**src/rtl/a3_div_pkg.sv**
```systemverilog
// Shared types and widths for the sequential restoring divider.
// Latency: n/a (declarations only).
// Backpressure: n/a.
package a3_div_pkg;

    localparam int N_W      = 8;  // dividend / quotient width
    localparam int D_W      = 4;  // divisor / published remainder width
    localparam int R_W      = 5;  // partial remainder width (one guard bit)
    localparam int ITER_DEF = 8;  // one iteration per dividend bit

    typedef enum logic [1:0] {
        IDLE = 2'd0,
        RUN  = 2'd1,
        DONE = 2'd2
    } state_t;

endpackage

```
**src/rtl/a3_div_step.sv**
```systemverilog
// One restoring-division iteration: shift in a dividend bit, trial-subtract the divisor.
// Latency: purely combinational.
// Backpressure: none; evaluated every cycle, consumed only while the divider runs.
module a3_div_step
    import a3_div_pkg::*;
(
    input  logic [R_W-1:0] rem_i,   // partial remainder from previous iteration
    input  logic           bit_i,   // next dividend bit, MSB first
    input  logic [D_W-1:0] div_i,   // divisor
    output logic [R_W-1:0] rem_o,   // partial remainder after this iteration
    output logic           q_o      // quotient bit produced by this iteration
);

    logic [R_W-1:0] shifted;
    logic [R_W-1:0] div_ext;

    // Shift the remainder left, bring in the dividend bit, and keep the
    // subtraction only when it does not go negative (5-bit compare).
    always_comb begin
        shifted = {rem_i[R_W-2:0], bit_i};
        div_ext = {1'b0, div_i};
        q_o     = 1'b0;
        rem_o   = shifted;
        if (shifted >= div_ext) begin
            q_o   = 1'b1;
            rem_o = shifted - div_ext;
        end
    end

endmodule

```
**src/rtl/tt_um_a3_seq_divider.sv**
```systemverilog
// Sequential 8/4 unsigned restoring divider, one quotient bit per cycle, MSB first.
// Latency: done rises ITER cycles after the edge that accepts start; start is ignored while busy.
// Build option: DIV_ZERO_DETECT_EN short-circuits D=0 to a one-cycle result with dz set.
module tt_um_a3_seq_divider
    import a3_div_pkg::*;
#(
    parameter int ITER = ITER_DEF
) (
    input  logic       clk,
    input  logic       rst_n,
    input  logic       ena,
    input  logic [7:0] ui_in,
    input  logic [7:0] uio_in,
    output logic [7:0] uo_out,
    output logic [7:0] uio_out,
    output logic [7:0] uio_oe
);

    localparam int CNT_W = $clog2(ITER + 1);
    localparam logic [CNT_W-1:0] CNT_LAST = CNT_W'(ITER - 1);

    // Input field decode
    logic [D_W-1:0] div_in;
    logic           start;
    logic           sel;

    assign div_in = uio_in[D_W-1:0];
    assign start  = uio_in[4];
    assign sel    = uio_in[5];

    // ena is always high on the carrier board; upper bidir bits carry nothing
    logic unused_ok;
    assign unused_ok = &{1'b0, ena, uio_in[7:6]};

    // State and datapath registers
    state_t         state_q, state_d;
    logic [CNT_W-1:0] cnt_q, cnt_d;
    logic [N_W-1:0] n_q,     n_d;      // dividend, shifted left each iteration
    logic [D_W-1:0] d_q,     d_d;      // divisor, frozen for the whole run
    logic [R_W-1:0] rem_q,   rem_d;    // partial remainder
    logic [N_W-1:0] qsh_q,   qsh_d;    // quotient bits collected so far
    logic [N_W-1:0] q_q,     q_d;      // published quotient
    logic [D_W-1:0] r_q,     r_d;      // published remainder
    logic           dz_q,    dz_d;

    logic [R_W-1:0] step_rem;
    logic           step_q;

    // Single shared iteration datapath
    a3_div_step u_step (
        .rem_i (rem_q),
        .bit_i (n_q[N_W-1]),
        .div_i (d_q),
        .rem_o (step_rem),
        .q_o   (step_q)
    );

    // Next-state logic: accept start when not running, iterate while running,
    // publish Q/R only on the final iteration so results hold during a run.
    always_comb begin
        state_d = state_q;
        cnt_d   = cnt_q;
        n_d     = n_q;
        d_d     = d_q;
        rem_d   = rem_q;
        qsh_d   = qsh_q;
        q_d     = q_q;
        r_d     = r_q;
        dz_d    = dz_q;
        case (state_q)
            IDLE, DONE: begin
                if (start) begin
                    n_d     = ui_in;
                    d_d     = div_in;
                    rem_d   = '0;
                    qsh_d   = '0;
                    cnt_d   = '0;
                    dz_d    = 1'b0;
                    state_d = RUN;
`ifdef DIV_ZERO_DETECT_EN
                    // Divide by zero: skip iterating and publish the same
                    // result the full run would produce, flagged with dz.
                    if (div_in == '0) begin
                        q_d     = '1;
                        r_d     = ui_in[D_W-1:0];
                        dz_d    = 1'b1;
                        state_d = DONE;
                    end
`endif
                end
            end
            RUN: begin
                n_d   = {n_q[N_W-2:0], 1'b0};
                rem_d = step_rem;
                qsh_d = {qsh_q[N_W-2:0], step_q};
                cnt_d = cnt_q + CNT_W'(1);
                if (cnt_q == CNT_LAST) begin
                    q_d     = {qsh_q[N_W-2:0], step_q};
                    r_d     = step_rem[D_W-1:0];
                    cnt_d   = '0;
                    state_d = DONE;
                end
            end
            default: begin
                state_d = IDLE;
            end
        endcase
    end

    // State register; reset aborts any run and clears published results
    always_ff @(posedge clk or negedge rst_n) begin
        if (!rst_n) begin
            state_q <= IDLE;
            cnt_q   <= '0;
            n_q     <= '0;
            d_q     <= '0;
            rem_q   <= '0;
            qsh_q   <= '0;
            q_q     <= '0;
            r_q     <= '0;
            dz_q    <= 1'b0;
        end else begin
            state_q <= state_d;
            cnt_q   <= cnt_d;
            n_q     <= n_d;
            d_q     <= d_d;
            rem_q   <= rem_d;
            qsh_q   <= qsh_d;
            q_q     <= q_d;
            r_q     <= r_d;
            dz_q    <= dz_d;
        end
    end

    // Status flags follow the state directly; done stays up for as long as DONE lasts
    logic busy;
    logic done;

    assign busy = (state_q == RUN);
    assign done = (state_q == DONE);

    // Output muxing; sel only steers uo_out and never touches state
    always_comb begin
        uo_out = q_q;
        if (sel) begin
            uo_out = {busy, done, dz_q, 1'b0, r_q};
        end
    end

    assign uio_out = {busy, done, 6'b00_0000};
    assign uio_oe  = 8'b1100_0000;

endmodule

```
**config.mk**
```make
export PLATFORM = sky130hd
export DESIGN_NAME = tt_um_a3_seq_divider
export DESIGN_NICKNAME = d
export VERILOG_FILES = /design/src/rtl/a3_div_pkg.sv /design/src/rtl/a3_div_step.sv /design/src/rtl/tt_um_a3_seq_divider.sv
export SDC_FILE = /design/constraint.sdc
export NUM_CORES = 1
export LEC_CHECK = 0
export ABC_AREA = 1
export CORE_MARGIN = 1.5
export CORE_UTILIZATION = 30
export DETAILED_ROUTE_END_ITERATION = 12
export DONT_BUFFER_PORTS = 1
export PLACE_DENSITY = 0.4
export SLEW_MARGIN = 20
export SYNTH_ARGS = -nofsm -noshare
export SYNTH_HDL_FRONTEND = slang
export SYNTH_SLANG_ARGS = --single-unit
export TNS_END_PERCENT = 30
```
**constraint.sdc**
```tcl
create_clock -name clk -period 2.2 [get_ports clk]
set_clock_uncertainty 0.1 [all_clocks]
set_input_delay 0.22 -clock clk [delete_from_list [all_inputs] [get_ports clk]]
set_output_delay 0.22 -clock clk [all_outputs]
set_load 0.02 [all_outputs]
```
==> metrics, run 1 <==
mux cell area share after synthesis=0.525%; worst path required time=2.28 ns; CP Buf/Inv Count=0; largest net degree at the start of global routing=42; Max VDD drop=0.547 mV; Hold Path Depth=2; Mapped Avg Cell Area=roughly 9 sq um; area grow syn2layout=11.6%; Post-synth EDFFs=0; Period minus WS final=1.73 ns; post-synthesis adder-cell area fraction=3.85%; Filler cells=around 740; CTS Buf Count=5; Design Power=~3.8 mW; Placed Instances=roughly 330; Setup CP Type=flip-flop to flip-flop; Post-Synth Simple-Gate Area=19.6%; Leak=1.17 nW; Yosys cell types=33; Startpoint Class=flip-flop; core area=6870 sq um; critical path fanouts, max=6; Critical-path top delay cell=dfrtp_1; largest family of logic cells by synthesized area=simple AND/OR/NAND/NOR gates; Antenna diodes=0; Worst slew margin=54.8%; Starting Density=a little under a third; Post-DRT Antenna Nets=0; First-pass DRT Iterations=4; iteration-0 DRC count of the detailed router=67; PortBufs=0; max-cap violation count=0; DIE WIDTH=87.5 microns; CP delay by family, top=simple AND/OR/NAND/NOR gates; Fmax=roughly 580 MHz; ratio of final minimum period to clock period=between 70 and 80%; number of global-route vias before repair=1438; CTS clk-pin slew, worst paths=about 0.090 ns; Yosys reg bits=41; first-pass GRT wire length=7220 microns; FF-to-FF setup slack=0.47 ns; CP endpoint kind=flip-flop; CTS Buffer Depth=2; final cell count without fillers=343; DR vias/cell=4.25; Root Buffer=clkbuf_8; Compound-Gate Fraction of Synth Area=12.1%; # IOs=43; Resize count post-CTS=0; data arrival time of the worst path=roughly 1.8 ns; Seq/Total Area, Yosys=47.9%; Nets=271; CP cell instances=ha_1 > a21oi_2 > nand2_1 > nand2_2 > nand2_2 > nand2_1 > nand2_1 > nand2_1 > nand2_1; Gate Count Post-Synth=238; Vias=1459; asr flop ratio synth=100%; detailed-route wire length=4140 microns; initial antenna violation count=0; main flop type after synthesis=dfrtp_1; Critical Path Most Common Cell=nand2_1; final hold violations=0; DRC=0; run status=complete, no violations; synth cell count leaders=nand2_1, dfrtp_1, inv_1; HP Start=ui_in[2]; endpoints failing setup=0; RSZ-0062 raised after global routing=false; clk sink count=41; count leader, synth=nand2_1; post-synth top area cell=dfrtp_1; clock latency at the later pin of the worst-skew pair=0.29 ns; pwr/cell area=1580 nW/um^2; Row Count=30; setup_tns=0 ns; synthesized area=approximately 2100 sq um; Die H=87.5 microns; critical path's largest stage delay=0.42 ns; WHS Endpoint=n_q[2]; Slew Limit Fails=0; GP Congestion=0.728; share of the synthesized area in the top cell type=a little under half; GRT Total Usage=12.4%; share of layout cells above drive strength 1=13.0%; xor and xnor area share after synthesis=0.817%; reg2reg end=rem_q[3]; Routed wire per std cell=between 10 and 15 microns; Ys Warns=0; Tightest Pin Transition=between 0.6 and 0.7 ns; worst r2r src=rem_q[1]; HP Class=primary input to flip-flop; H-tree lvl count=2; R2R cell count=9; die area=7660 sq um; Overflow after GRT=0; TritonCTS clock tree=done; top post-synthesis cells by area=dfrtp_1, nand2_1, buf_4; hpwl dp=roughly 2800 microns
==> kinds of logic (layout without fill, tap and decap cells) <==
| kind of cell | Yosys count | in the layout |
|---|---|---|
| multiplexers | 1 | 1 |
| AND/OR/NAND/NOR | 94 | 94 |
| AO/OA/AOI/OAI | 35 | 35 |
| other | 2 | 14 |
| buffers and inverters | 57 | 54 |
| XOR/XNOR | 2 | 2 |
| flip-flops | 41 | 41 |
| adder cells (fa/ha/maj) | 6 | 6 |
==> area by class of cell <==
cell class	count	area (sq um)	share of cell area, %
Sequential cell	41	1030	42.9
Multi-Input combinational cell	152	845	35.3
Inverter	34	136	5.70
Timing Repair Buffer	12	128	5.33
Tap cell	96	120	5.02
Clock buffer	5	68.8	2.88
Clock inverter	3	68.8	2.88
==> stage by stage <==
stage               hold WS, ns  setup WS, ns  cell area [sq um]  util (%)
floorplan                -0.176         0.659               2190         -
CTS                      0.0654         0.453               2390      34.8
global route             0.0662         0.286               2390      34.8
detailed placement       -0.174         0.484               2160      31.4
global placement         -0.174         0.476               2160      31.4
finish                   0.0688         0.465               2390      34.8
==> repair_timing <==
item | CTS | global route
endpoints found under the setup margin | 0 | 0
hold buffers | 8 | 0
hold endpoints to repair | 47 | 0
buffers inserted | 0 | 0
==> metal layers <==
layer,track usage (%),up-vias,share of wire (%)
met3,3.32,4,4.6
li1,-,754,-
met4,3.61,0,1.1
met1,17.6,664,50
met2,18.4,37,44
met5,0,-,0
==> registers in the layout (all words and copies together), names as in the netlist <==
name / count
cnt_q: 4
d_q: 4
n_q: 8
state_q: 2
r_q: 4
q_q: 8
rem_q: 4
qsh_q: 7
==> worst max path at each step <==
stage	start	end	slack, ns	depth (start not counted)
floorplan	rem_q[1]	rem_q[3]	0.66	9
global placement	rem_q[1]	rem_q[3]	0.48	9
detailed placement	cnt_q[0]	r_q[2]	0.48	7
CTS	rem_q[1]	rem_q[3]	0.45	9
global route	rem_q[1]	rem_q[3]	0.29	11
finish	rem_q[1]	rem_q[3]	0.47	9
==> placed cells by master (no fill, tap or decap), drive strengths merged, types with 6 or more instances in the layout <==
| master | instances |
|---|---|
| dfrtp | 41 |
| o22ai | 6 |
| nand3 | 13 |
| nor2 | 10 |
| dlygate4sd3 | 7 |
| nand2 | 63 |
| nor3 | 7 |
| o21ai | 17 |
| a221oi | 7 |
| conb | 14 |
| inv | 33 |
==> power breakdown <==
part           switching, mW  internal (mW)
registers              0.162           1.10
clock network          0.281          0.457
logic                   1.14          0.639
(Power assumes the default switching activity.)
==> inputs of run 2 (changes only) <==
ABC_AREA = 0   (was 1)
clock period = 1.6 ns   (was 2.2 ns; I/O delays follow)
==> run 2 against run 1 <==
Compared with the run above:
- the run now ends with negative setup slack left
- power rose by 62%
- synthesized cell count shrank 13%
- core utilization is 5.4 points higher
- clock power up 20%
- area after synthesis down 2.9%
- die area down 2.8%
- register-to-register slack got worse by 0.54 ns
- combinational power increased by 92%
- non-clock buffer count is 31 higher
- largest cell class is now multi-input combinational cells
==> metrics, run 2 <==
Die H=86.3 microns (-1.4%); # IOs=43 (unchanged); hpwl dp=2930 microns (+3.4%); Yosys cell types=37 (+12%); Critical-path top delay cell=dfrtp_1; met1 Use GR=16.8% (-0.83 points); largest net degree at the start of global routing=42 (unchanged); CTS clk-pin slew, worst paths=0.08 ns (about the same); Post-DRT Antenna Nets=0 (unchanged); CTS Buf Count=5 (unchanged); First-pass DRT Iterations=4 (unchanged); Leak=1.24 nW (+6.2%); Startpoint Class=flip-flop; met3 usage=3.52% (+0.21 points); CP cell instances=ha_4 > inv_1 > o21ai_4 > nand3_2 > a32o_1; CTS Buffer Depth=2 (unchanged); Period minus WS final=1.67 ns (-0.0649 ns); worst path required time=1.69 ns (-0.59 ns); Max VDD drop=0.820 mV (+50%); Slew Limit Fails=0 (unchanged); core area=6760 sq um (-1.6%); Post-synth EDFFs=0 (unchanged); die area=7450 sq um (-2.8%); Root Buffer=clkbuf_8; final worst slack=-0.0701 ns (-0.535 ns); ratio of final minimum period to clock period=104% (+26 points); DIE WIDTH=86.3 microns (-1.4%); RSZ-0062 raised after global routing=true; share of the synthesized area in the top cell type=49.3% (+1.4 points); Setup CP Type=flip-flop to flip-flop; synthesized area=2080 sq um (-2.9%); Fmax=599 MHz (+3.9%); main flop type after synthesis=dfrtp_1; register area=1030 sq um (unchanged); Routed wire per std cell=13.8 microns (+14%); Nets=268 (-1.1%); pwr/cell area=2260 nW/um^2 (+43%); Crit. Startpoint=rem_q[2]; GP Congestion=0.799 (+9.7%); worst r2r src=rem_q[2]; HP Class=primary input to async pin; most frequent cells in the layout=dfrtp_1, nand2_1, buf_4, o21ai_0; PortBufs=0 (unchanged); DRC=0 (unchanged); CP endpoint kind=flip-flop; grt met2 use=21.6% (+3.2 points); data arrival time of the worst path=1.76 ns (-0.05 ns); critical path fanouts, max=8 (+2); Finished Cell Area=2720 sq um (+13%); area of the multi-input gates=1050 sq um (+25%); Antenna diodes=0 (unchanged); number of global-route vias before repair=1590 (+11%); failing checks=negative setup slack; clk sink count=41 (unchanged); Design Power=6.13 mW (+62%); Largest regs=n_q x8, q_q x8, qsh_q x7; synth cell count leaders=dfrtp_1, nand2_1, buf_4; initial antenna violation count=0 (unchanged); Mapped Avg Cell Area=10.1 sq um (+12%); Gate Count Post-Synth=207 (-13%); max-cap violation count=0 (unchanged); count leader, synth=dfrtp_1; clock latency at the later pin of the worst-skew pair=0.30 ns (about the same); area grow syn2layout=30.4%; top post-synthesis cells by area=dfrtp_1, nand2_1, buf_4; first-pass GRT wire length=7510 microns (+4.0%); run status=complete, but fails checks; Ys Warns=0 (unchanged); GRT Max-Usage Layer=met2; Vias=1524 (+4.5%); DR vias/cell=4.70 (+11%); GRT Total Usage=13.3% (+0.88 points); H-tree lvl count=2 (unchanged); commonest non-fill, non-tap cell in the layout=dfrtp_1; detailed-route wire length=4460 microns (+7.7%); Row Count=30 (unchanged); critical path's largest stage delay=0.43 ns (about the same); Yosys reg bits=41 (unchanged); CP Buf/Inv Count=1 (+1); Filler cells=668 (-10%); CP delay by family, top=compound AO/OA/AOI/OAI gates; Starting Density=30.8% (-0.39 points); DP Area=2240 sq um (+3.9%); iteration-0 DRC count of the detailed router=66 (-1.5%); FF-to-FF setup slack=-0.07 ns (-0.54 ns); post-synth top area cell=dfrtp_1; Seq/Total Area, Yosys=49.3% (+1.4 points); Core Util, Final=40.2% (+5.4 points); Overflow after GRT=0 (unchanged); final hold violations=0 (unchanged); asr flop ratio synth=100% (unchanged); share of layout cells above drive strength 1=31.1% (+18 points); endpoints failing setup=6 (+6); TritonCTS clock tree=done
==> run 2: changes by cell type after synthesis, sizes merged, moves of 4 or more <==
cell,before,now
nor3,7,1
o22ai,6,0
o31ai,0,5
inv,32,9
mux2i,0,6
a221oi,7,0
buf,21,25
nand3,13,2
nor2b,0,4
mux2,1,8
nand2,63,40
and2,0,4
a22o,1,9
==> run 2: what timing repair did <==
item,CTS,global route
hold buffers,15,0
endpoints found under the setup margin,14,12
pin swaps,11,11
gates resized for setup,26,13
buffers inserted,1,2
endpoints found under the hold margin,54,0
==> run 2: area by class of cell <==
class / instances / area share, %
well taps: 80 / 3.69
clock inverters: 1 / 1.11
inverters: 9 / 1.24
clock buffers: 7 / 3.18
repair buffers: 43 / 14.2
flip-flops and latches: 41 / 37.8
multi-input cells: 143 / 38.8
==> run 2: final timing paths <==
path / to / cells past startpoint
max: rem_q[2] / 5
min: r_q[1] / 2
min reg2reg: q_q[4] / 2
max reg2reg: rem_q[2] / 5
min in group clk: uo_out[5] / 1
max in group asynchronous: d_q[0] / 2
==> run 2: stage by stage <==
stage	setup TNS, ns	worst slack, ns	cells	hold WS [ns]
2_1_floorplan	-0.0161	-0.0161	219	-0.236
3_3_place_gp	-1.01	-0.126	298	-0.233
3_5_place_dp	-1.10	-0.135	298	-0.233
4_1_cts	-0.248	-0.0986	322	0.259
5_1_grt	-0.721	-0.113	324	0.247
6_report	-0.127	-0.0701	324	0.245
==> run 2: logic make-up after synthesis <==
group	Yosys count	synth area share [%]
adder cells (fa/ha/maj)	6	3.97
XOR/XNOR	1	0.421
buffers and inverters	35	10.3
flip-flops	41	49.3
AND/OR/NAND/NOR	66	14.4
other	2	0.361
AO/OA/AOI/OAI	42	14.1
multiplexers	14	7.21
==> run 2: worst reg2reg max path: cells and delay by family (launching register included) <==
family                     cells  cell delay, ns
DFF                            1            0.43
and+or+nand+nor                1            0.14
AOI/OAI and AO/OA              2            0.56
buffers and inverters          1            0.06
adders and majority gates      1            0.29
==> run 2: per-layer routing <==
layer  routed length [microns]  vias up
li1                          -      736
met1                      2130      749
met2                      2100       31
met3                       161        8
met4                        78        0
met5                         0        -
==> run 2: where the power goes <==
part / total [mW] / internal, mW / switching, mW
logic: 3.42 / 1.71 / 1.71
clock network: 0.887 / 0.509 / 0.378
registers: 1.82 / 1.51 / 0.308
